**config.mk**
```make
export PLATFORM = sky130hd
export DESIGN_NAME = fm_sb_wr_serializer
export DESIGN_NICKNAME = d
export VERILOG_FILES = /design/src/rtl/fm_sb_wr_serializer.sv
export SDC_FILE = /design/constraint.sdc
export NUM_CORES = 1
export LEC_CHECK = 0
export ABC_AREA = 1
export CAP_MARGIN = 15
export CELL_PAD_IN_SITES_DETAIL_PLACEMENT = 1
export CELL_PAD_IN_SITES_GLOBAL_PLACEMENT = 2
export CORE_MARGIN = 4
export CORE_UTILIZATION = 25
export CTS_CLUSTER_DIAMETER = 120
export DETAILED_ROUTE_END_ITERATION = 6
export PLACE_DENSITY = 0.8
export SYNTH_ARGS = -nofsm -noshare
export SYNTH_HDL_FRONTEND = slang
export SYNTH_SLANG_ARGS = --single-unit
```
**constraint.sdc**
```tcl
create_clock -name clk -period 8.75 [get_ports clk]
set_input_delay 1.75 -clock clk [delete_from_list [all_inputs] [get_ports clk]]
set_output_delay 1.75 -clock clk [all_outputs]
set_load 0.005 [all_outputs]
```
**src/rtl/fm_sb_wr_serializer.sv**
```systemverilog
// fm_sb_wr_serializer
// Write-side front end of one fast-monitor spy buffer. A monitor record is
// latched and written LSW-first as AXI_DW-bit words into a circular log in the
// spy buffer memory. It also reports freeze, wrap and drop status.
// Optional build macro FM_SB_SKID_EN adds a one-entry skid register. The skid
// holds a record that arrives mid-serialization, so it is not dropped.
module fm_sb_wr_serializer #(
    parameter int MON_DW = 256,
    parameter int SB_DW  = 128,
    parameter int AXI_DW = 32,
    parameter int ADDR_W = 10
) (
    input  logic              clk,
    input  logic              rst,
    input  logic [MON_DW-1:0] fm_data,
    input  logic              fm_vld,
    input  logic              freeze,
    input  logic              sb_clr,
    output logic              sb_we,
    output logic [ADDR_W-1:0] sb_addr,
    output logic [AXI_DW-1:0] sb_wdata,
    output logic              busy,
    output logic              frozen,
    output logic              wrapped,
    output logic [15:0]       drop_cnt
);

    localparam int N     = SB_DW / AXI_DW;
    localparam int DEPTH = ((1 << ADDR_W) / N) * N;
    localparam int IDX_W = (N > 1) ? $clog2(N) : 1;
    localparam logic [ADDR_W-1:0] LAST_ADDR = ADDR_W'(DEPTH - 1);
    localparam logic [IDX_W-1:0]  LAST_IDX  = IDX_W'(N - 1);

    typedef enum logic [1:0] {IDLE, SER, FROZEN} state_t;

    state_t              state_q, state_d;
    logic [IDX_W-1:0]    wordIdx_q, wordIdx_d, nextIdx;
    logic [SB_DW-1:0]    rec_q, rec_d;
    logic                sb_we_q, sb_we_d;
    logic [ADDR_W-1:0]   sb_addr_q, sb_addr_d;
    logic [AXI_DW-1:0]   sb_wdata_q, sb_wdata_d;
    logic                busy_q, frozen_q;
    logic                wrapped_q, wrapped_d;
    logic [15:0]         drop_cnt_q, drop_cnt_d;
    logic                lastWord, startNew, advance, dropHit;
`ifdef FM_SB_SKID_EN
    logic [SB_DW-1:0]    skid_q, skid_d;
    logic                skidFull_q, skidFull_d;
    logic                startSkid, skidLoad;
`endif

    // Upper monitor bits beyond this buffer's record width are intentionally ignored.
    generate
        if (MON_DW > SB_DW) begin : gHiBits
            logic unusedHiBits;
            assign unusedHiBits = ^fm_data[MON_DW-1:SB_DW];
        end
    endgenerate

    // State and datapath registers; sb_clr is handled in the next-state logic.
    always_ff @(posedge clk or posedge rst) begin
        if (rst) begin
            state_q    <= IDLE;
            wordIdx_q  <= '0;
            rec_q      <= '0;
            sb_we_q    <= 1'b0;
            sb_addr_q  <= '0;
            sb_wdata_q <= '0;
            busy_q     <= 1'b0;
            frozen_q   <= 1'b0;
            wrapped_q  <= 1'b0;
            drop_cnt_q <= '0;
`ifdef FM_SB_SKID_EN
            skid_q     <= '0;
            skidFull_q <= 1'b0;
`endif
        end else begin
            state_q    <= state_d;
            wordIdx_q  <= wordIdx_d;
            rec_q      <= rec_d;
            sb_we_q    <= sb_we_d;
            sb_addr_q  <= sb_addr_d;
            sb_wdata_q <= sb_wdata_d;
            busy_q     <= (state_d == SER);
            frozen_q   <= (state_d == FROZEN);
            wrapped_q  <= wrapped_d;
            drop_cnt_q <= drop_cnt_d;
`ifdef FM_SB_SKID_EN
            skid_q     <= skid_d;
            skidFull_q <= skidFull_d;
`endif
        end
    end

    // Next-state logic: record acceptance, freeze handling and drop decisions.
    always_comb begin
        state_d   = state_q;
        startNew  = 1'b0;
        advance   = 1'b0;
        dropHit   = 1'b0;
`ifdef FM_SB_SKID_EN
        startSkid = 1'b0;
        skidLoad  = 1'b0;
`endif
        lastWord  = (state_q == SER) && (wordIdx_q == LAST_IDX);
        if (sb_clr) begin
            state_d = IDLE;
        end else begin
            unique case (state_q)
                IDLE: begin
                    if (freeze) begin
                        state_d = FROZEN;
                    end else if (fm_vld) begin
                        startNew = 1'b1;
                        state_d  = SER;
                    end
                end
                SER: begin
                    if (!lastWord) begin
                        advance = 1'b1;
`ifdef FM_SB_SKID_EN
                        if (fm_vld) begin
                            if (skidFull_q) dropHit = 1'b1;
                            else            skidLoad = 1'b1;
                        end
`else
                        dropHit = fm_vld;
`endif
                    end
`ifdef FM_SB_SKID_EN
                    else if (skidFull_q) begin
                        startSkid = 1'b1;
                        skidLoad  = fm_vld && !freeze;
                    end
`endif
                    else if (freeze) begin
                        state_d = FROZEN;
                    end else if (fm_vld) begin
                        startNew = 1'b1;
                    end else begin
                        state_d = IDLE;
                    end
                end
                FROZEN: begin
                    if (!freeze) state_d = IDLE;
                end
                default: state_d = IDLE;
            endcase
        end
    end

    // Output logic: next values of the memory write port, pointer and status.
    always_comb begin
        wordIdx_d  = wordIdx_q;
        rec_d      = rec_q;
        sb_we_d    = 1'b0;
        sb_addr_d  = sb_addr_q;
        sb_wdata_d = sb_wdata_q;
        wrapped_d  = wrapped_q;
        drop_cnt_d = drop_cnt_q;
        nextIdx    = wordIdx_q + IDX_W'(1);
`ifdef FM_SB_SKID_EN
        skid_d     = skid_q;
        skidFull_d = skidFull_q;
`endif
        if (sb_clr) begin
            wordIdx_d  = '0;
            rec_d      = '0;
            sb_addr_d  = '0;
            sb_wdata_d = '0;
            wrapped_d  = 1'b0;
            drop_cnt_d = '0;
`ifdef FM_SB_SKID_EN
            skid_d     = '0;
            skidFull_d = 1'b0;
`endif
        end else begin
            if (sb_we_q) begin
                if (sb_addr_q == LAST_ADDR) begin
                    sb_addr_d = '0;
                    wrapped_d = 1'b1;
                end else begin
                    sb_addr_d = sb_addr_q + ADDR_W'(1);
                end
            end
            if (startNew) begin
                rec_d      = fm_data[SB_DW-1:0];
                wordIdx_d  = '0;
                sb_we_d    = 1'b1;
                sb_wdata_d = fm_data[AXI_DW-1:0];
            end
`ifdef FM_SB_SKID_EN
            else if (startSkid) begin
                rec_d      = skid_q;
                wordIdx_d  = '0;
                sb_we_d    = 1'b1;
                sb_wdata_d = skid_q[AXI_DW-1:0];
            end
`endif
            else if (advance) begin
                wordIdx_d  = nextIdx;
                sb_we_d    = 1'b1;
                sb_wdata_d = rec_q[int'(nextIdx)*AXI_DW +: AXI_DW];
            end
`ifdef FM_SB_SKID_EN
            if (skidLoad) begin
                skid_d     = fm_data[SB_DW-1:0];
                skidFull_d = 1'b1;
            end else if (startSkid) begin
                skidFull_d = 1'b0;
            end
`endif
            if (dropHit && (drop_cnt_q != 16'hFFFF)) begin
                drop_cnt_d = drop_cnt_q + 16'd1;
            end
        end
    end

    assign sb_we    = sb_we_q;
    assign sb_addr  = sb_addr_q;
    assign sb_wdata = sb_wdata_q;
    assign busy     = busy_q;
    assign frozen   = frozen_q;
    assign wrapped  = wrapped_q;
    assign drop_cnt = drop_cnt_q;

endmodule

```
==> run_results.csv <==
group,metric,value,unit
floorplan,core-area,0.0364,mm2
place,hpwl,19400,um
synth,yosysUniqueCellTypes,29,
clock_tree,cts.sinks,194,
synth,avgSynthCellArea,7.92,um2
timing,setup-tns-final,0,ns
clock_tree,cts.clk_slew.worst_paths,0.07,ns
timing,drv_slew,0,
power,p_clk_share,40.3,%
worst_setup_path,path_max_fanout,53,
clock_tree,post_cts_buffers,0,
power,vdd_ir_drop_max,0.129,mV
drt,vias_per_cell,4.68,
synth,synth-seq-cells,194,
clock_tree,htree_levels,4,
synth,yosys_warnings,0,
floorplan,die_y,200,um
drt,drtIter0Drc,403,
place,placed_cells,1761,
drt,ant_nets,0,
timing,max-slew-margin-rel,29.7,%
global_route,grt_max_degree,127,
hold_path,hold_class,"register to register",
global_route,top_usage_layer,"met2",
finish,final_cell_area,0.0121,mm2
drt,wl,30800,um
global_route,grtUsageMet3,2.37,%
synth,syn_nets,1427,
finish,area_delta_synth_final,31.9,%
drt,vias,8391,
finish,fill_cells,4381,
worst_setup_path,reg2reg_slack,5.68,ns
drt,drc,0,
finish,nNetsFinal,1577,
drt,firstDrtPassIters,4,
clock_tree,cts_made_buffers,17,
worst_setup_path,endpoint_kind,"register",
place,port_buffers,194,
power,combPwrFrac,14.5,%
hold_path,min_from,"sb_wdata[2]",
clock_tree,tritoncts,"done",
flow_run,cap_viol_max_count,0,
finish,n_antenna_cell,0,
floorplan,rows,70,
global_route,antenna_found_initial,0,
finish,layout-drive-gt1-share,4.60,%
synth,ys.flop_type,"dfrtp_1",
place,place_congestion,0.768,
drt,post_drt_wl_per_cell,17.1,um
synth,async_reset_ff_share,100,%
synth,ys_seq_area_share,52.7,%
worst_setup_path,r2r-start,"wordIdx_q[0]",
synth,synth_edf_count,0,
timing,hold_viol,0,
worst_setup_path,critPathRequiredTime,9.08,ns
floorplan,die-area,0.0400,mm2
timing,max_slew.worst_pin.slew,1.06,ns
power,switchingPower,584,uW
global_route,use_met2,27.2,%
timing,period_needed,4.80,ns
synth,synthesis.instances,1163,
power,design_power_total,2.16,mW
power,share_seq_of_total_power,45.2,%
clock_tree,cts-resized-gates,0,
power,power.internal,1.57,mW
status,status,"completed",
synth,yosys-top-cells-area,"dfrtp_1, nand2_1, nand3_1, o21ai_0, nor2_1",
synth,synth_top_area_cell,"dfrtp_1",
clock_tree,cts_hold_buf,0,
hold_path,min_path_cells,2,
global_route,grt-ovfl-total,0,
timing,setup_violations,0,
floorplan,start_util,25.3,%
timing,clock_skew,0.00774,ns
floorplan,die_x,200,um
power,power_leakage,5.52,nW
power,cellPowerDensity,177,mW/mm2
finish,instances_no_fill,1794,
place,dp_slack,3.35,ns
global_route,track_usage,15.5,%
global_route,grt_pass1_wl,49000,um
worst_setup_path,critPathLaunchType,"primary input",
clock_tree,clkLatencyLatePin,0.44,ns
synth,syn_area,0.00921,mm2
timing,fin_ws,3.95,ns
timing,max_freq,208,MHz
global_route,grtUsageMet1,20.1,%
worst_setup_path,worstSetupPathType,"primary input to register",
floorplan,io_pins,323,
timing,min_period_over_period,54.9,%
synth,netlist.area_leader.share,52.7,%
global_route,first_global_vias,8988,
worst_setup_path,arrival,5.14,ns
place,placed_cell_area,0.0115,mm2
clock_tree,cts_buffer_depth,2,
timing,rsz0062_at_grt,"no",
worst_setup_path,startpoint,"sb_clr",
clock_tree,root_buffer,"clkbuf_16",
finish,post-route-util,33.3,%
power,p_sw_share,27.1,%
timing,holdWs,0.497,ns
worst_setup_path,r2r_cells,8,
==> cell usage in the layout, fill, tap and decap left out <==
cell / netlist / layout
a211oi_1: 1 / 1
a21oi_1: 55 / 55
buf_12: 0 / 1
buf_4: 3 / 8
bufinv_16: 0 / 4
clkbuf_1: 31 / 1
clkbuf_16: 0 / 17
clkdlybuf4s50_1: 0 / 194
clkinv_1: 1 / 1
clkinv_2: 0 / 4
clkinv_4: 0 / 1
clkinvlp_4: 0 / 2
dfrtp_1: 194 / 193
dfrtp_2: 0 / 1
ha_1: 3 / 3
inv_1: 96 / 93
inv_2: 3 / 3
inv_6: 0 / 3
inv_8: 0 / 3
nand2_1: 343 / 342
nand2_2: 2 / 1
nand2_4: 0 / 2
nand3_1: 108 / 107
nand3_2: 2 / 3
nand4_1: 15 / 15
nor2_1: 106 / 106
nor2_2: 2 / 2
nor2_4: 3 / 3
o211ai_1: 24 / 24
o21ai_0: 82 / 82
o21ai_1: 10 / 10
o21ai_2: 1 / 1
o21bai_1: 3 / 3
o22ai_1: 24 / 24
or2_2: 2 / 2
xnor2_1: 3 / 3
xor2_1: 8 / 8
==> cell usage after synthesis (8+ instances only) <==
library cell and count:
a21oi_1 55, buf_2 34, clkbuf_1 31, dfrtp_1 194
inv_1 96, nand2_1 343, nand3_1 108, nand4_1 15
nor2_1 106, o211ai_1 24, o21ai_0 82, o21ai_1 10
o22ai_1 24, xor2_1 8
==> area by class of cell <==
| class | count | area (um2) | area share [%] |
|---|---|---|---|
| clock inverter | 14 | 203 | 1.67 |
| inverter | 100 | 385 | 3.17 |
| sequential | 194 | 4860 | 40.0 |
| tap | 468 | 586 | 4.82 |
| timing repair buffer | 203 | 2020 | 16.6 |
| multi-input combinational | 797 | 3670 | 30.2 |
| clock buffer | 18 | 429 | 3.53 |
==> power groups by stage <==
stage                     Combinational [mW]  Sequential, mW  Clock (mW)
after floorplan                        0.150           0.987           0
after global placement                 0.314           0.990           0
after detailed placement               0.318           0.992           0
after CTS                              0.320           0.974       0.896
after global routing                   0.349           0.980       0.932
final                                  0.313           0.974       0.869
==> cells by family (layout without fill, tap and decap cells) <==
family | count (synthesis) | after routing | synth area share, %
AOI/OAI and AO/OA | 200 | 200 | 12.0
and+or+nand+nor | 583 | 583 | 26.2
xor gates and xnor gates | 11 | 11 | 1.05
DFF | 194 | 194 | 52.7
adders and majority gates | 3 | 3 | 0.408
buffers and inverters | 172 | 335 | 7.67
==> sequential cells by signal, indices dropped and copies added (netlist names) <==
name / flops
rec_q: 128
sb_wdata: 32
drop_cnt: 16
sb_addr: 10
state_q: 2
wordIdx_q: 2
busy: 1
frozen: 1
sb_we: 1
wrapped: 1
==> layer usage <==
metal  vias to the layer above  part of all wire (%)  wire (um)
met5                         -                     0          0
met4                         0                   1.2        368
met3                        26                   3.2        973
met2                       145                    50      15200
met1                      4165                    46      14200
li1                       4055                     -          -
==> critical path, cell delays in order <==
cell             delay, ns
clkdlybuf4s50_1       0.45
buf_4                 0.23
clkinv_2              0.67
nand3_2               0.33
clkinv_2              0.66
buf_4                 0.60
nand2_1               0.15
o21ai_0               0.09
nand2_1               0.11
nand2_1               0.06
==> final timing paths <==
path,to
hold / removal,sb_wdata[2]
setup / recovery,sb_wdata[2]
max in group asynchronous,rec_q[59]
setup reg to reg,sb_wdata[18]
hold reg to reg,sb_wdata[2]
min in group asynchronous,sb_addr[3]
(Power assumes the default switching activity.)
